### src/rtl/frame_draw_ctrl_if.sv
// Bus bundle for the per-frame sequencer: frame request/status, the
// crosshair drawer handshake and pass-through, and the VGA write port.
// The slave view belongs to the sequencer; the master view is its environment.
interface frame_draw_ctrl_if;

    // Frame request and status
    logic        frame_start;
    logic [7:0]  center_x;
    logic [6:0]  center_y;
    logic        busy;
    logic        frame_done;

    // Crosshair drawer control
    logic        xh_start;
    logic [7:0]  xh_center_x;
    logic [6:0]  xh_center_y;
    logic        xh_done;

    // Crosshair drawer VGA signals, forwarded while it owns the frame
    logic [7:0]  xh_x;
    logic [6:0]  xh_y;
    logic [17:0] xh_colour;
    logic        xh_write;

    // VGA adapter write port
    logic [7:0]  vga_x;
    logic [6:0]  vga_y;
    logic [17:0] vga_colour;
    logic        vga_write;

    modport slave (
        input  frame_start,
        input  center_x,
        input  center_y,
        output busy,
        output frame_done,
        output xh_start,
        output xh_center_x,
        output xh_center_y,
        input  xh_done,
        input  xh_x,
        input  xh_y,
        input  xh_colour,
        input  xh_write,
        output vga_x,
        output vga_y,
        output vga_colour,
        output vga_write
    );

    modport master (
        output frame_start,
        output center_x,
        output center_y,
        input  busy,
        input  frame_done,
        input  xh_start,
        input  xh_center_x,
        input  xh_center_y,
        output xh_done,
        output xh_x,
        output xh_y,
        output xh_colour,
        output xh_write,
        input  vga_x,
        input  vga_y,
        input  vga_colour,
        input  vga_write
    );

endinterface

### src/rtl/frame_draw_ctrl.sv
// Per-frame sequencer in front of the crosshair drawer. Each accepted
// request clears the whole screen to the background colour in raster order,
// one pixel per cycle, then hands the VGA port to the crosshair drawer until
// it reports done, and finally pulses frame_done. This block is the only
// driver of the VGA write port for the duration of a frame.
module frame_draw_ctrl #(
    parameter int          SCREEN_W  = 160,
    parameter int          SCREEN_H  = 120,
    parameter logic [17:0] BG_COLOUR = 18'b0
) (
    input  logic             clock,
    input  logic             resetn,
    frame_draw_ctrl_if.slave bus
);

    // Last valid coordinates; the counters are sized for a 256x128 screen at most
    localparam logic [7:0] X_LAST = 8'(SCREEN_W - 1);
    localparam logic [6:0] Y_LAST = 7'(SCREEN_H - 1);

    typedef enum logic [2:0] {
        IDLE,
        CLEAR,
        XH_START,
        XH_WAIT,
        DONE
    } state_t;

    state_t      state;
    state_t      state_next;

    logic [7:0]  cx;
    logic [7:0]  cx_next;
    logic [6:0]  cy;
    logic [6:0]  cy_next;

    logic [7:0]  lat_x;
    logic [7:0]  lat_x_next;
    logic [6:0]  lat_y;
    logic [6:0]  lat_y_next;

    logic        busy;
    logic        frame_done;
    logic        xh_start;
    logic [7:0]  vga_x;
    logic [6:0]  vga_y;
    logic [17:0] vga_colour;
    logic        vga_write;

    // State, clear-pass raster counters and latched crosshair centre
    always_ff @(posedge clock) begin
        if (!resetn) begin
            state <= IDLE;
            cx    <= '0;
            cy    <= '0;
            lat_x <= '0;
            lat_y <= '0;
        end else begin
            state <= state_next;
            cx    <= cx_next;
            cy    <= cy_next;
            lat_x <= lat_x_next;
            lat_y <= lat_y_next;
        end
    end

    // Next-state, counter advance and output decode for every state
    always_comb begin
        state_next = state;
        cx_next    = cx;
        cy_next    = cy;
        lat_x_next = lat_x;
        lat_y_next = lat_y;
        busy       = 1'b1;
        frame_done = 1'b0;
        xh_start   = 1'b0;
        vga_x      = '0;
        vga_y      = '0;
        vga_colour = BG_COLOUR;
        vga_write  = 1'b0;

        case (state)
            IDLE: begin
                busy = 1'b0;
                if (bus.frame_start) begin
                    lat_x_next = bus.center_x;
                    lat_y_next = bus.center_y;
                    cx_next    = '0;
                    cy_next    = '0;
                    state_next = CLEAR;
                end
            end

            CLEAR: begin
                vga_write  = 1'b1;
                vga_x      = cx;
                vga_y      = cy;
                vga_colour = BG_COLOUR;
                if (cx < X_LAST) begin
                    cx_next = cx + 8'd1;
                end else if (cy < Y_LAST) begin
                    cx_next = '0;
                    cy_next = cy + 7'd1;
                end else begin
                    cx_next    = '0;
                    cy_next    = '0;
                    state_next = XH_START;
                end
            end

            XH_START: begin
                xh_start   = 1'b1;
                state_next = XH_WAIT;
            end

            XH_WAIT: begin
                vga_x      = bus.xh_x;
                vga_y      = bus.xh_y;
                vga_colour = bus.xh_colour;
                vga_write  = bus.xh_write;
                if (bus.xh_done) begin
                    state_next = DONE;
                end
            end

            DONE: begin
                frame_done = 1'b1;
                state_next = IDLE;
            end

            default: begin
                busy       = 1'b0;
                state_next = IDLE;
            end
        endcase
    end

    assign bus.busy        = busy;
    assign bus.frame_done  = frame_done;
    assign bus.xh_start    = xh_start;
    assign bus.xh_center_x = lat_x;
    assign bus.xh_center_y = lat_y;
    assign bus.vga_x       = vga_x;
    assign bus.vga_y       = vga_y;
    assign bus.vga_colour  = vga_colour;
    assign bus.vga_write   = vga_write;

endmodule

### src/flat_wrapper.sv
// flat-port wrapper written by rule: the top's interface ports become plain ports
module frame_draw_ctrl_flat 
#(
    parameter int          SCREEN_W  = 160,
    parameter int          SCREEN_H  = 120,
    parameter logic [17:0] BG_COLOUR = 18'b0
)
  (clock, resetn, bus_frame_start, bus_center_x, bus_center_y, bus_busy, bus_frame_done, bus_xh_start, bus_xh_center_x, bus_xh_center_y, bus_xh_done, bus_xh_x, bus_xh_y, bus_xh_colour, bus_xh_write, bus_vga_x, bus_vga_y, bus_vga_colour, bus_vga_write);
  frame_draw_ctrl_if bus_i ();
  input  logic clock;
  input  logic resetn;
  input wire logic [$bits(bus_i.frame_start)-1:0] bus_frame_start;
  input wire logic [$bits(bus_i.center_x)-1:0] bus_center_x;
  input wire logic [$bits(bus_i.center_y)-1:0] bus_center_y;
  output wire logic [$bits(bus_i.busy)-1:0] bus_busy;
  output wire logic [$bits(bus_i.frame_done)-1:0] bus_frame_done;
  output wire logic [$bits(bus_i.xh_start)-1:0] bus_xh_start;
  output wire logic [$bits(bus_i.xh_center_x)-1:0] bus_xh_center_x;
  output wire logic [$bits(bus_i.xh_center_y)-1:0] bus_xh_center_y;
  input wire logic [$bits(bus_i.xh_done)-1:0] bus_xh_done;
  input wire logic [$bits(bus_i.xh_x)-1:0] bus_xh_x;
  input wire logic [$bits(bus_i.xh_y)-1:0] bus_xh_y;
  input wire logic [$bits(bus_i.xh_colour)-1:0] bus_xh_colour;
  input wire logic [$bits(bus_i.xh_write)-1:0] bus_xh_write;
  output wire logic [$bits(bus_i.vga_x)-1:0] bus_vga_x;
  output wire logic [$bits(bus_i.vga_y)-1:0] bus_vga_y;
  output wire logic [$bits(bus_i.vga_colour)-1:0] bus_vga_colour;
  output wire logic [$bits(bus_i.vga_write)-1:0] bus_vga_write;
  assign bus_i.frame_start = bus_frame_start;
  assign bus_i.center_x = bus_center_x;
  assign bus_i.center_y = bus_center_y;
  assign bus_busy = bus_i.busy;
  assign bus_frame_done = bus_i.frame_done;
  assign bus_xh_start = bus_i.xh_start;
  assign bus_xh_center_x = bus_i.xh_center_x;
  assign bus_xh_center_y = bus_i.xh_center_y;
  assign bus_i.xh_done = bus_xh_done;
  assign bus_i.xh_x = bus_xh_x;
  assign bus_i.xh_y = bus_xh_y;
  assign bus_i.xh_colour = bus_xh_colour;
  assign bus_i.xh_write = bus_xh_write;
  assign bus_vga_x = bus_i.vga_x;
  assign bus_vga_y = bus_i.vga_y;
  assign bus_vga_colour = bus_i.vga_colour;
  assign bus_vga_write = bus_i.vga_write;
  frame_draw_ctrl #(.SCREEN_W(SCREEN_W), .SCREEN_H(SCREEN_H), .BG_COLOUR(BG_COLOUR)) u_core (.clock(clock), .resetn(resetn), .bus(bus_i));
endmodule
### config.mk
export PLATFORM = sky130hd
export DESIGN_NAME = frame_draw_ctrl_flat
export DESIGN_NICKNAME = d
export VERILOG_FILES = /design/src/rtl/frame_draw_ctrl_if.sv /design/src/rtl/frame_draw_ctrl.sv /design/src/flat_wrapper.sv
export SDC_FILE = /design/constraint.sdc
export NUM_CORES = 1
export LEC_CHECK = 0
export CAP_MARGIN = 20
export CORE_ASPECT_RATIO = 1.75
export CORE_MARGIN = 2
export CORE_UTILIZATION = 42
export DETAILED_ROUTE_END_ITERATION = 8
export MAX_ROUTING_LAYER = met4
export PLACE_DENSITY = 0.95
export SKIP_CTS_REPAIR_TIMING = 1
export SKIP_LAST_GASP = 1
export SLEW_MARGIN = 20
export SYNTH_ARGS = -nofsm -noshare
export SYNTH_HDL_FRONTEND = slang
export SYNTH_SLANG_ARGS = --single-unit
### constraint.sdc
create_clock -name clock -period 4.5 [get_ports clock]
set_input_delay 1.35 -clock clock [delete_from_list [all_inputs] [get_ports clock]]
set_output_delay 1.35 -clock clock [all_outputs]
set_load 0.03 [all_outputs]
==> Flow_metrics.wiki <==
{| class="wikitable"
! Metric !! Value
|-
| Yosys top cell area share || 0.352
|-
| Antenna violations before repair || 0
|-
| Placeable core area || ~0.0044 mm²
|-
| Final Critical Period || 4.06 ns
|-
| Pleak || roughly 1.1 nW
|-
| Count of flip-flops with a built-in enable after synthesis || 0
|-
| Count of maximum capacitance violations || 0
|-
| Share of the yosys chip area belonging to registers || 0.352
|-
| Final setup viols || 0
|-
| Reg-to-reg startpoint || u_core.cx[0]$_SDFFE_PN0P_
|-
| Vias per cell || 5.60
|-
| WL/cell || 14.1 µm
|-
| Die Ht || between 90 and 100 µm
|-
| Slowest cell on the critical path || sky130_fd_sc_hd__clkdlybuf4s50_1
|-
| Crit path max-delay family || buffers and inverters
|-
| Count of standard-cell rows || 32
|-
| Required time of the critical path || 3.15 ns
|-
| Final worst setup slack || between 0.4 and 0.5 ns
|-
| Die ar. || between 0.005 and 0.006 mm²
|-
| Starting DRC count in detailed routing || 72
|-
| Most used routing layer || met2
|-
| Post-synthesis cell count || ~230
|-
| DPL Wire Length || 3.91 mm
|-
| Overall track demand over capacity in global routing || 0.227
|-
| Power density over cell area || approximately 280 mW/mm²
|-
| Number of clock buffers inserted by TritonCTS || 5
|-
| Pin count of the biggest net entering global routing || 35
|-
| Worst hold path startpoint || u_core.bus.xh_center_y[6]$_SDFFE_PN0P_
|-
| Launching instance or port of the critical path || bus_xh_write
|-
| Clock-pin slew on the worst setup and hold paths || roughly 0.07 ns
|-
| Category of the worst setup path launch point || primary input
|-
| Worst stage delay on the critical path || 0.70 ns
|-
| Post-synth net total || 288
|-
| Chip Width || ~55 µm
|-
| Crit path max fanout || 1
|-
| Vias in the first global route || about 2000
|-
| Mean post-synth cell area || about 8 µm²
|-
| Largest area contributor in the synthesized netlist || sky130_fd_sc_hd__dfxtp_1
|-
| Synthesis-stage register bit count || 33
|-
| Clock root cell || sky130_fd_sc_hd__clkbuf_8
|-
| Number of warnings issued by yosys || 0
|-
| Cell-by-cell trace of the critical path || clkdlybuf4s50_1 > nor2b_1 > nor3b_1 > clkdlybuf4s50_1
|-
| # DRC || 0
|-
| Clock network latency to the later pin of the worst-skew pair || just under 0.3 ns
|-
| Most common library cell in the layout ignoring fill and taps || sky130_fd_sc_hd__clkdlybuf4s50_1
|-
| Number of sinks handled by clock tree synthesis || 33
|-
| Worst path buffer plus inverter count || 2
|-
| Final TNS setup || 0 ns
|-
| Number of iterations in the first detailed-routing pass || 4
|-
| Pre-CTS setup slack || 0.443 ns
|-
| Most frequent cell on the critical path || sky130_fd_sc_hd__clkdlybuf4s50_1
|-
| Top Ports || roughly 110
|-
| Global routing met2 resource utilization || 0.404
|-
| Data arrival time of the critical path || 2.71 ns
|-
| Routed wire length || between 5 and 6 mm
|-
| Initial Utilization || 0.430
|-
| Setup crit end kind || primary output
|-
| Met1 Use GR || 0.215
|-
| Routability congestion estimate || 0.855
|-
| Core occupancy in the finished layout || 0.693
|-
| Level count of the clock H-tree || 2
|-
| Netlist area before placement || between 0.0015 and 0.002 mm²
|-
| Worst Path Class, Setup || primary input to primary output
|-
| Share of cells above drive strength 1 || 0.0488
|-
| Wire length of the first global-routing pass || approximately 8.5 mm
|-
| Highest-count cells in the layout ignoring fill and taps || sky130_fd_sc_hd__clkdlybuf4s50_1, sky130_fd_sc_hd__nand2_1, sky130_fd_sc_hd__dfxtp_1
|-
| Worst Max-Slew Pin Slew || just under 1 ns
|-
| Worst-case headroom to the max-slew limit || 0.349
|-
| Leading register cell type out of synthesis || sky130_fd_sc_hd__dfxtp_1
|-
| Count of unique library cells instantiated by Yosys || between 40 and 50
|-
| Hold Violations, Final || 0
|-
| Result of the run || finished clean
|-
| Met3 track utilization from global routing || 0.0581
|-
| Synth area leaders || sky130_fd_sc_hd__dfxtp_1, sky130_fd_sc_hd__nand2_1, sky130_fd_sc_hd__a22o_1, sky130_fd_sc_hd__and2_1, sky130_fd_sc_hd__a21oi_1
|-
| Antenna cell count || 0
|-
| Maximum clock frequency || ~250 MHz
|-
| Unrepaired setup endpoints after global routing || false
|-
| Antenna violation net count after detailed routing || 0
|-
| Final worst-path cycle share || 0.903
|-
| Max-slew violations || 0
|-
| Buffers from clock root to sink, at most || 2
|-
| Vias || about 2100
|-
| Highest ir drop seen on vdd || approximately 0.22 mV
|-
| Number of buffers added on ports || between 100 and 150
|-
| Worst Skew || ~0.006 ns
|-
| Class of the most critical hold timing path || flop to flop
|-
| Final #Nets || approximately 380
|-
| Share of async-settable or async-resettable flops after synthesis || 0
|-
| Clock tree from TritonCTS || built
|-
| Overflow left after global routing || 0
|-
| Area delta synth->final || 61.2%
|}
-- worst min-delay path, delay by kind of cell (launching register included) --
kind / cells / cell delay, ns
flip-flops: 1 / 0.31
AND/OR/NAND/NOR: 1 / 0.05
AO/OA/AOI/OAI: 1 / 0.05
-- registers in the layout (all words and copies together), names as in the netlist --
register	flops
u_core.cy	7
u_core.state	3
u_core.cx	8
u_core.bus.xh_center_y	7
u_core.bus.xh_center_x	8
-- metrics by stage --
stage / hold slack [ns] / power [mW] / cells / cell area (µm²)
after floorplan: 0.495 / 0.467 / 233 / 1880
after global placement: 0.441 / 0.566 / 371 / 2910
after detailed placement: 0.446 / 0.571 / 371 / 2910
after CTS: 0.456 / 0.854 / 379 / 3020
after global routing: 0.470 / 0.883 / 379 / 3020
final: 0.453 / 0.851 / 379 / 3020
-- synthesized netlist by cell type (2+ instances only) --
| cell type | count |
|---|---|
| sky130_fd_sc_hd__dfxtp_1 | 33 |
| sky130_fd_sc_hd__inv_1 | 2 |
| sky130_fd_sc_hd__buf_6 | 2 |
| sky130_fd_sc_hd__nand2_1 | 39 |
| sky130_fd_sc_hd__or3_1 | 3 |
| sky130_fd_sc_hd__o211ai_1 | 4 |
| sky130_fd_sc_hd__o21a_1 | 3 |
| sky130_fd_sc_hd__a22o_1 | 15 |
| sky130_fd_sc_hd__o31ai_1 | 2 |
| sky130_fd_sc_hd__and2_1 | 20 |
| sky130_fd_sc_hd__clkbuf_1 | 11 |
| sky130_fd_sc_hd__a311oi_1 | 2 |
| sky130_fd_sc_hd__nor3_1 | 4 |
| sky130_fd_sc_hd__o22ai_1 | 2 |
| sky130_fd_sc_hd__a41oi_1 | 2 |
| sky130_fd_sc_hd__nand3_1 | 12 |
| sky130_fd_sc_hd__nor4b_1 | 2 |
| sky130_fd_sc_hd__nand4_1 | 3 |
| sky130_fd_sc_hd__buf_2 | 6 |
| sky130_fd_sc_hd__o21ai_1 | 2 |
| sky130_fd_sc_hd__o211a_1 | 2 |
| sky130_fd_sc_hd__and3_1 | 2 |
| sky130_fd_sc_hd__a21oi_1 | 21 |
| sky130_fd_sc_hd__nor2_1 | 7 |
| sky130_fd_sc_hd__a22oi_1 | 3 |
| sky130_fd_sc_hd__buf_4 | 2 |
| sky130_fd_sc_hd__nor4_1 | 3 |
| sky130_fd_sc_hd__a31oi_1 | 4 |
| sky130_fd_sc_hd__ha_1 | 2 |
-- final timing paths --
| kind | end | slack (ns) | cells past startpoint |
|---|---|---|---|
| worst max-delay path | bus_vga_write | 0.44 | 4 |
| worst min-delay path | u_core.bus.xh_center_y[6]$_SDFFE_PN0P_ | 0.45 | 2 |
| worst max register to register | u_core.cy[5]$_SDFFE_PN0P_ | 2.61 | 5 |
| worst min register to register | u_core.bus.xh_center_y[6]$_SDFFE_PN0P_ | 0.45 | 2 |
-- routing by layer --
layer | up-vias | routed length [µm]
met2 | 103 | 2850
met5 | - | 0
met4 | 0 | 75
met3 | 7 | 388
li1 | 1042 | -
met1 | 970 | 2030
-- power breakdown --
| group | switching (mW) | internal (mW) | total (mW) |
|---|---|---|---|
| Combinational | 0.127 | 0.113 | 0.240 |
| Sequential | 0.0158 | 0.308 | 0.324 |
| Clock | 0.107 | 0.180 | 0.287 |
| Total | 0.250 | 0.601 | 0.851 |
-- final cells by class --
type	count	area, µm²
timing repair buffer	108	1070
fill	343	1340
tap	51	63.8
clock inverter	1	30.0
inverter	2	7.51
sequential	33	661
multi-input combinational	177	1100
clock buffer	7	86.3
-- cell families (layout without fill, tap and decap cells) --
group | Yosys count | in the layout | share of synthesized area
DFF | 33 | 33 | 0.352
and+or+nand+nor | 104 | 104 | 0.290
buffers and inverters | 23 | 118 | 0.0620
adders and majority gates | 3 | 3 | 0.0187
AOI/OAI and AO/OA | 69 | 69 | 0.272
xor gates and xnor gates | 1 | 1 | 0.00467
(Power assumes the default switching activity.)
